===== src/rtl/timer_apb_slave.sv =====
// rtl/timer_apb_slave.sv - APB slave front-end for the timer register file (optional macro APB_TIMER_PSLVERR_EN)
module timer_apb_slave #(
    parameter int WAIT_STATES = 0
) (
    input  logic        clk,
    input  logic        rst,
    input  logic        psel,
    input  logic        penable,
    input  logic        pwrite,
    input  logic [31:0] paddr,
    input  logic [31:0] pwdata,
    input  logic [3:0]  pstrb,
    output logic        pready,
    output logic [31:0] prdata,
    output logic        pslverr,
    output logic        wr_en,
    output logic        rd_en,
    output logic [31:0] addr,
    output logic [31:0] wdata,
    input  logic [31:0] tcr,
    input  logic [31:0] tdr0,
    input  logic [31:0] tdr1,
    input  logic [31:0] tcmp0,
    input  logic [31:0] tcmp1,
    input  logic [31:0] tier,
    input  logic [31:0] tisr,
    input  logic [31:0] thcsr
);

    typedef enum logic [1:0] {
        IDLE = 2'd0,
        WAIT = 2'd1,
        DONE = 2'd2
    } state_e;

    // Counter preload; only meaningful when at least one wait state is configured.
    localparam logic [3:0] CNT_LOAD = (WAIT_STATES > 0) ? 4'(WAIT_STATES - 1) : 4'd0;

    state_e      state_q, state_d;
    logic [3:0]  cnt_q, cnt_d;
    logic [31:0] addr_q, addr_d;
    logic        write_q, write_d;
    logic [31:0] pwdata_q, pwdata_d;
    logic [3:0]  strb_q, strb_d;
    logic [31:0] prdata_q, prdata_d;

    logic        setup_phase;
    logic        in_done;
    logic        valid_q;
    logic [31:0] rb_cur;
    logic [31:0] rb_next;
    logic [31:0] wdata_merged;

    // Eight word-aligned registers occupy 0x00..0x1C; anything else is unmapped.
    function automatic logic addr_is_valid(input logic [31:0] a);
        return (a[31:5] == 27'd0) && (a[1:0] == 2'b00);
    endfunction

    assign setup_phase = psel & ~penable;
    assign in_done     = (state_q == DONE);
    assign valid_q     = addr_is_valid(addr_q);

    // Readback of the register addressed by the latched transfer (feeds the byte merge).
    always_comb begin
        rb_cur = '0;
        case (addr_q[4:2])
            3'd0: rb_cur = tcr;
            3'd1: rb_cur = tdr0;
            3'd2: rb_cur = tdr1;
            3'd3: rb_cur = tcmp0;
            3'd4: rb_cur = tcmp1;
            3'd5: rb_cur = tier;
            3'd6: rb_cur = tisr;
            3'd7: rb_cur = thcsr;
            default: rb_cur = '0;
        endcase
    end

    // Readback of the register addressed by the next-state address, so a zero-wait
    // read can capture data on the same edge that latches paddr.
    always_comb begin
        rb_next = '0;
        case (addr_d[4:2])
            3'd0: rb_next = tcr;
            3'd1: rb_next = tdr0;
            3'd2: rb_next = tdr1;
            3'd3: rb_next = tcmp0;
            3'd4: rb_next = tcmp1;
            3'd5: rb_next = tier;
            3'd6: rb_next = tisr;
            3'd7: rb_next = thcsr;
            default: rb_next = '0;
        endcase
    end

    // Transfer sequencing: accept setup only from IDLE, count wait states, complete in DONE.
    always_comb begin
        state_d  = state_q;
        cnt_d    = cnt_q;
        addr_d   = addr_q;
        write_d  = write_q;
        pwdata_d = pwdata_q;
        strb_d   = strb_q;
        case (state_q)
            IDLE: begin
                if (setup_phase) begin
                    addr_d   = paddr;
                    write_d  = pwrite;
                    pwdata_d = pwdata;
                    strb_d   = pstrb;
                    if (WAIT_STATES == 0) begin
                        state_d = DONE;
                        cnt_d   = 4'd0;
                    end else begin
                        state_d = WAIT;
                        cnt_d   = CNT_LOAD;
                    end
                end
            end
            WAIT: begin
                if (!psel) begin
                    // Master abandoned the transfer; no register strobe is issued.
                    state_d = IDLE;
                    cnt_d   = 4'd0;
                end else if (cnt_q == 4'd0) begin
                    state_d = DONE;
                end else begin
                    cnt_d = cnt_q - 4'd1;
                end
            end
            DONE: begin
                // A setup phase seen here is deliberately not latched.
                state_d = IDLE;
            end
            default: begin
                state_d = IDLE;
                cnt_d   = 4'd0;
            end
        endcase
    end

    // Read data is captured only on the edge entering DONE for a valid read; zero otherwise.
    always_comb begin
        prdata_d = '0;
        if ((state_d == DONE) && (state_q != DONE) && !write_d && addr_is_valid(addr_d)) begin
            prdata_d = rb_next;
        end
    end

    // Byte-lane merge: strobed lanes take new data, the rest keep the live register value.
    always_comb begin
        wdata_merged = rb_cur;
        for (int i = 0; i < 4; i++) begin
            if (strb_q[i]) begin
                wdata_merged[8*i +: 8] = pwdata_q[8*i +: 8];
            end
        end
    end

    // State and latched-transfer registers.
    always_ff @(posedge clk or posedge rst) begin
        if (rst) begin
            state_q  <= IDLE;
            cnt_q    <= 4'd0;
            addr_q   <= '0;
            write_q  <= 1'b0;
            pwdata_q <= '0;
            strb_q   <= 4'd0;
            prdata_q <= '0;
        end else begin
            state_q  <= state_d;
            cnt_q    <= cnt_d;
            addr_q   <= addr_d;
            write_q  <= write_d;
            pwdata_q <= pwdata_d;
            strb_q   <= strb_d;
            prdata_q <= prdata_d;
        end
    end

    assign pready = in_done;
    assign prdata = prdata_q;
    assign addr   = addr_q;
    assign wr_en  = in_done & write_q & valid_q;
    assign rd_en  = in_done & ~write_q & valid_q;
    assign wdata  = wr_en ? wdata_merged : 32'd0;

`ifdef APB_TIMER_PSLVERR_EN
    assign pslverr = in_done & ~valid_q;
`else
    assign pslverr = 1'b0;
`endif

endmodule


===== config.mk =====
export PLATFORM = sky130hd
export DESIGN_NAME = timer_apb_slave
export DESIGN_NICKNAME = d
export VERILOG_FILES = /design/src/rtl/timer_apb_slave.sv
export SDC_FILE = /design/constraint.sdc
export NUM_CORES = 1
export LEC_CHECK = 0
export CORE_ASPECT_RATIO = 0.6
export CORE_MARGIN = 2
export CORE_UTILIZATION = 35
export DETAILED_ROUTE_END_ITERATION = 8
export DONT_BUFFER_PORTS = 1
export GPL_TIMING_DRIVEN = 0
export PLACE_DENSITY_LB_ADDON = 0.25
export SYNTH_ARGS = -nofsm -noshare
export SYNTH_HDL_FRONTEND = slang
export SYNTH_SLANG_ARGS = --single-unit

===== constraint.sdc =====
create_clock -name clk -period 4.75 [get_ports clk]
set_clock_uncertainty 0.2 [all_clocks]
set_input_delay 1.1875 -clock clk [delete_from_list [all_inputs] [get_ports clk]]
set_output_delay 1.1875 -clock clk [all_outputs]
set_load 0.02 [all_outputs]

==> impl_results.md <==
* Row count at 45
* Unique masters post-synth at 59
* Post-DRT Antenna Nets at 0
* Mapped Cells at 1043
* Synth top area cells: dfrtp_1 30%, nand2_1 10%, mux2i_1 6.8%
* First-pass GRT wire length at 72210 um
* Ant. Diodes at 0
* Hold Crit Class: reg2reg
* Total Routing Usage GR at 38.48%
* Max-cap violations at 0
* Die height at 127.2 um
* Critical path's top delay family: buffers and inverters
* Final period util at 99.83%
* Setup ws final at 8.154 ps
* Critical Path AT at 3350 ps
* Full die area at 26610 um2
* Seq cells post-synth at 107
* RSZ-0062 raised after global routing: no
* Cell with the most instances after synthesis: nand2_1
* Largest net degree at the start of global routing at 79
* Maximum clock path buffer count at 2
* Post-Route WL at 52750 um
* Core area at 25060 um2
* Synthesized net count at 1374
* Fmax at 0.2109 GHz
* Finished Cell Area at 9837 um2
* RD Place Congestion at 0.9842
* Asr flop ratio synth at 100.0%
* Final min period at 4742 ps
* Cell Chain, Critical Path: buf_2, buf_2, buf_2, buf_2, a22oi_1, a21oi_1, nor3_1, nor3_2
* Post-synthesis sequential area ratio at 30.26%
* Cell area after technology mapping at 8848 um2
* CP required at 3360 ps
* Drt pass-1 iters at 6
* Worst Path Max Fanout at 10
* CP Capture Type: output pin
* Area grow syn2layout at 11.17%
* Clk Latency, worst-skew pair at 390 ps
* Sink Count at 107
* Post-synth top flop: dfrtp_1
* Buffers on Ports at 0
* Drt initial violations at 1578
* Final setup fails at 0
* Via count at 9930
* # DRC at 0
* Max transition margin at 27.40%
* Vias per cell at 7.149
* # IOs at 429
* Kind of critical path: reg2out
* H-tree depth at 3
* Root buf cell: clkbuf_16
* Initial antenna violation count at 0
* Cts hold-fix bufs at 0
* PD cells at 373.8 nW/um2
* Die Width at 209.3 um
* Critical-path top delay cell: dfrtp_2
* Worst-path clk slew at 90 ps
* Commonest cells in the synthesized netlist: 237 x nand2_1, 107 x dfrtp_1, 60 x mux2i_1
* Number of synthesized flops with an enable pin at 0
* CP bufs+invs at 4
* Placed Instance Area at 9293 um2
* Startpoint Class: flop
* Num CTS Buffers at 9
* Most Frequent Cell on Critical Path: buf_2
* Leakage at 4.107 nW
* Status: completed
* Tot Pwr at 0.003677 W
* # nets final at 1386
* Ys Warns at 0
* Worst slack, placed at -340.6 ps
* Top cell type by total area after synthesis: dfrtp_1
* CP peak stage delay at 550 ps
* Routed wire length per instance at 37.98 um
* CTS tree: yes
* Post-detail-place hpwl at 40760 um
* Worst-Margin Slew at 1089 ps
* Syn_area_per_cell at 8.484 um2
* Share of cells above drive strength 1 at 14.62%
* Top cell type's share of synthesized area at 30.26%
* Final Hold Vio Count at 0
* Initial core utilization at 35.32%
* Number of global-route vias before repair at 9412
* VDD IR max at 0.0001908 V
* Hold slack at 279.1 ps
* Fillers at 2624
* Grt ovf at 0
* Final TNS setup at 0 ps
* Slew Viols, Final at 0
## cells in the final DEF (no fill, tap or decap), types with 6 or more instances in the layout
cell type	synthesis	routed
nand2_1	237	237
dfrtp_1	107	104
mux2i_1	60	60
nor2_1	53	49
o21ai_0	47	47
a22o_1	43	43
clkbuf_1	48	43
a22oi_1	43	43
a21oi_1	35	35
o2111ai_1	30	30
buf_2	28	30
o2111a_1	29	29
mux2_2	25	25
nor2b_1	23	23
mux4_2	21	21
nand3b_1	19	19
a221oi_1	19	17
a222oi_1	17	17
nor4_1	15	14
nor3_2	0	13
inv_1	12	11
nor3_1	23	10
clkbuf_16	0	9
buf_1	15	7
buf_4	6	7
nand3_1	6	6
## metal layers
layer / vias up / track usage (%) / wire length, um
met5: - / 0 / 0
met4: 0 / 10.88 / 1678
met3: 147 / 14.65 / 7354
met2: 854 / 56.82 / 22040
met1: 4949 / 52.43 / 21680
li1: 3980 / - / -
## final timing paths
check                                        startpoint  slack (ps)  cells past startpoint                        to
worst max-delay path                  addr[3]$_DFF_PP0_           8                      8                 wdata[13]
worst min-delay path            pwdata_q[1]$_DFFE_PP0P_         280                      2   pwdata_q[1]$_DFFE_PP0P_
worst max register to register        addr[2]$_DFF_PP0_        1270                      8      prdata[25]$_DFF_PP0_
worst min register to register  pwdata_q[1]$_DFFE_PP0P_         280                      2   pwdata_q[1]$_DFFE_PP0P_
max in group asynchronous                           rst        3170                      2      prdata[28]$_DFF_PP0_
min in group asynchronous                           rst         440                      1  pwdata_q[12]$_DFFE_PP0P_
## kinds of logic (layout without fill, tap and decap cells)
group | count (synthesis) | in the layout | synth area share [%]
flip-flops | 107 | 107 | 30.26
XOR/XNOR | 2 | 2 | 0.1980
adder cells (fa/ha/maj) | 2 | 2 | 0.2828
other | 1 | 1 | 0.04238
buffers and inverters | 112 | 129 | 5.571
AND/OR/NAND/NOR | 402 | 402 | 20.45
multiplexers | 109 | 109 | 15.89
AO/OA/AOI/OAI | 308 | 308 | 27.30
## state kept, by name (all words and copies together) (netlist names)
register and count:
cnt_q 4, strb_q 4, write_q 1, pwdata_q 32, state_q 2, addr 32
prdata 32
## worst reg2reg max path: cells and delay by family, from the launching register on
kind	cells	cell delay, ps
buf+inv	3	1040
mux	1	380
simple gates	1	630
compound gates	3	650
flops	1	520
## final cells by class
cell class / instances / area [um2] / area share (%)
Inverter: 13 / 53.80 / 0.5469
Timing Repair Buffer: 1 / 27.53 / 0.2798
Clock inverter: 5 / 88.84 / 0.9031
Sequential cell: 107 / 2681 / 27.26
Multi-Input combinational cell: 824 / 5838 / 59.35
Tap cell: 329 / 411.6 / 4.185
Clock buffer: 11 / 252.7 / 2.569
Buffer: 99 / 483.0 / 4.910
## power by group
| group | internal, W | leakage, nW | switching, W | total (W) |
|---|---|---|---|---|
| sequential | 0.00101 | 1.38 | 0.000153 | 0.00116 |
| combinational | 0.000549 | 2.56 | 0.00105 | 0.00160 |
| clock | 0.000500 | 0.169 | 0.000422 | 0.000922 |
## repair_timing
action	CTS	global route
setup buffers	0	0
cloned	0	0
endpoints found under the setup margin	32	23
resized for setup	49	20
## stage by stage
step | util, % | cells
4_1_cts | 38.93 | 1389
3_5_place_dp | 37.09 | 1373
2_1_floorplan | - | 1043
5_1_grt | 39.26 | 1389
3_3_place_gp | 36.96 | 1372
6_report | 39.26 | 1389
No activity file was read; power rests on OpenSTA's default activity.
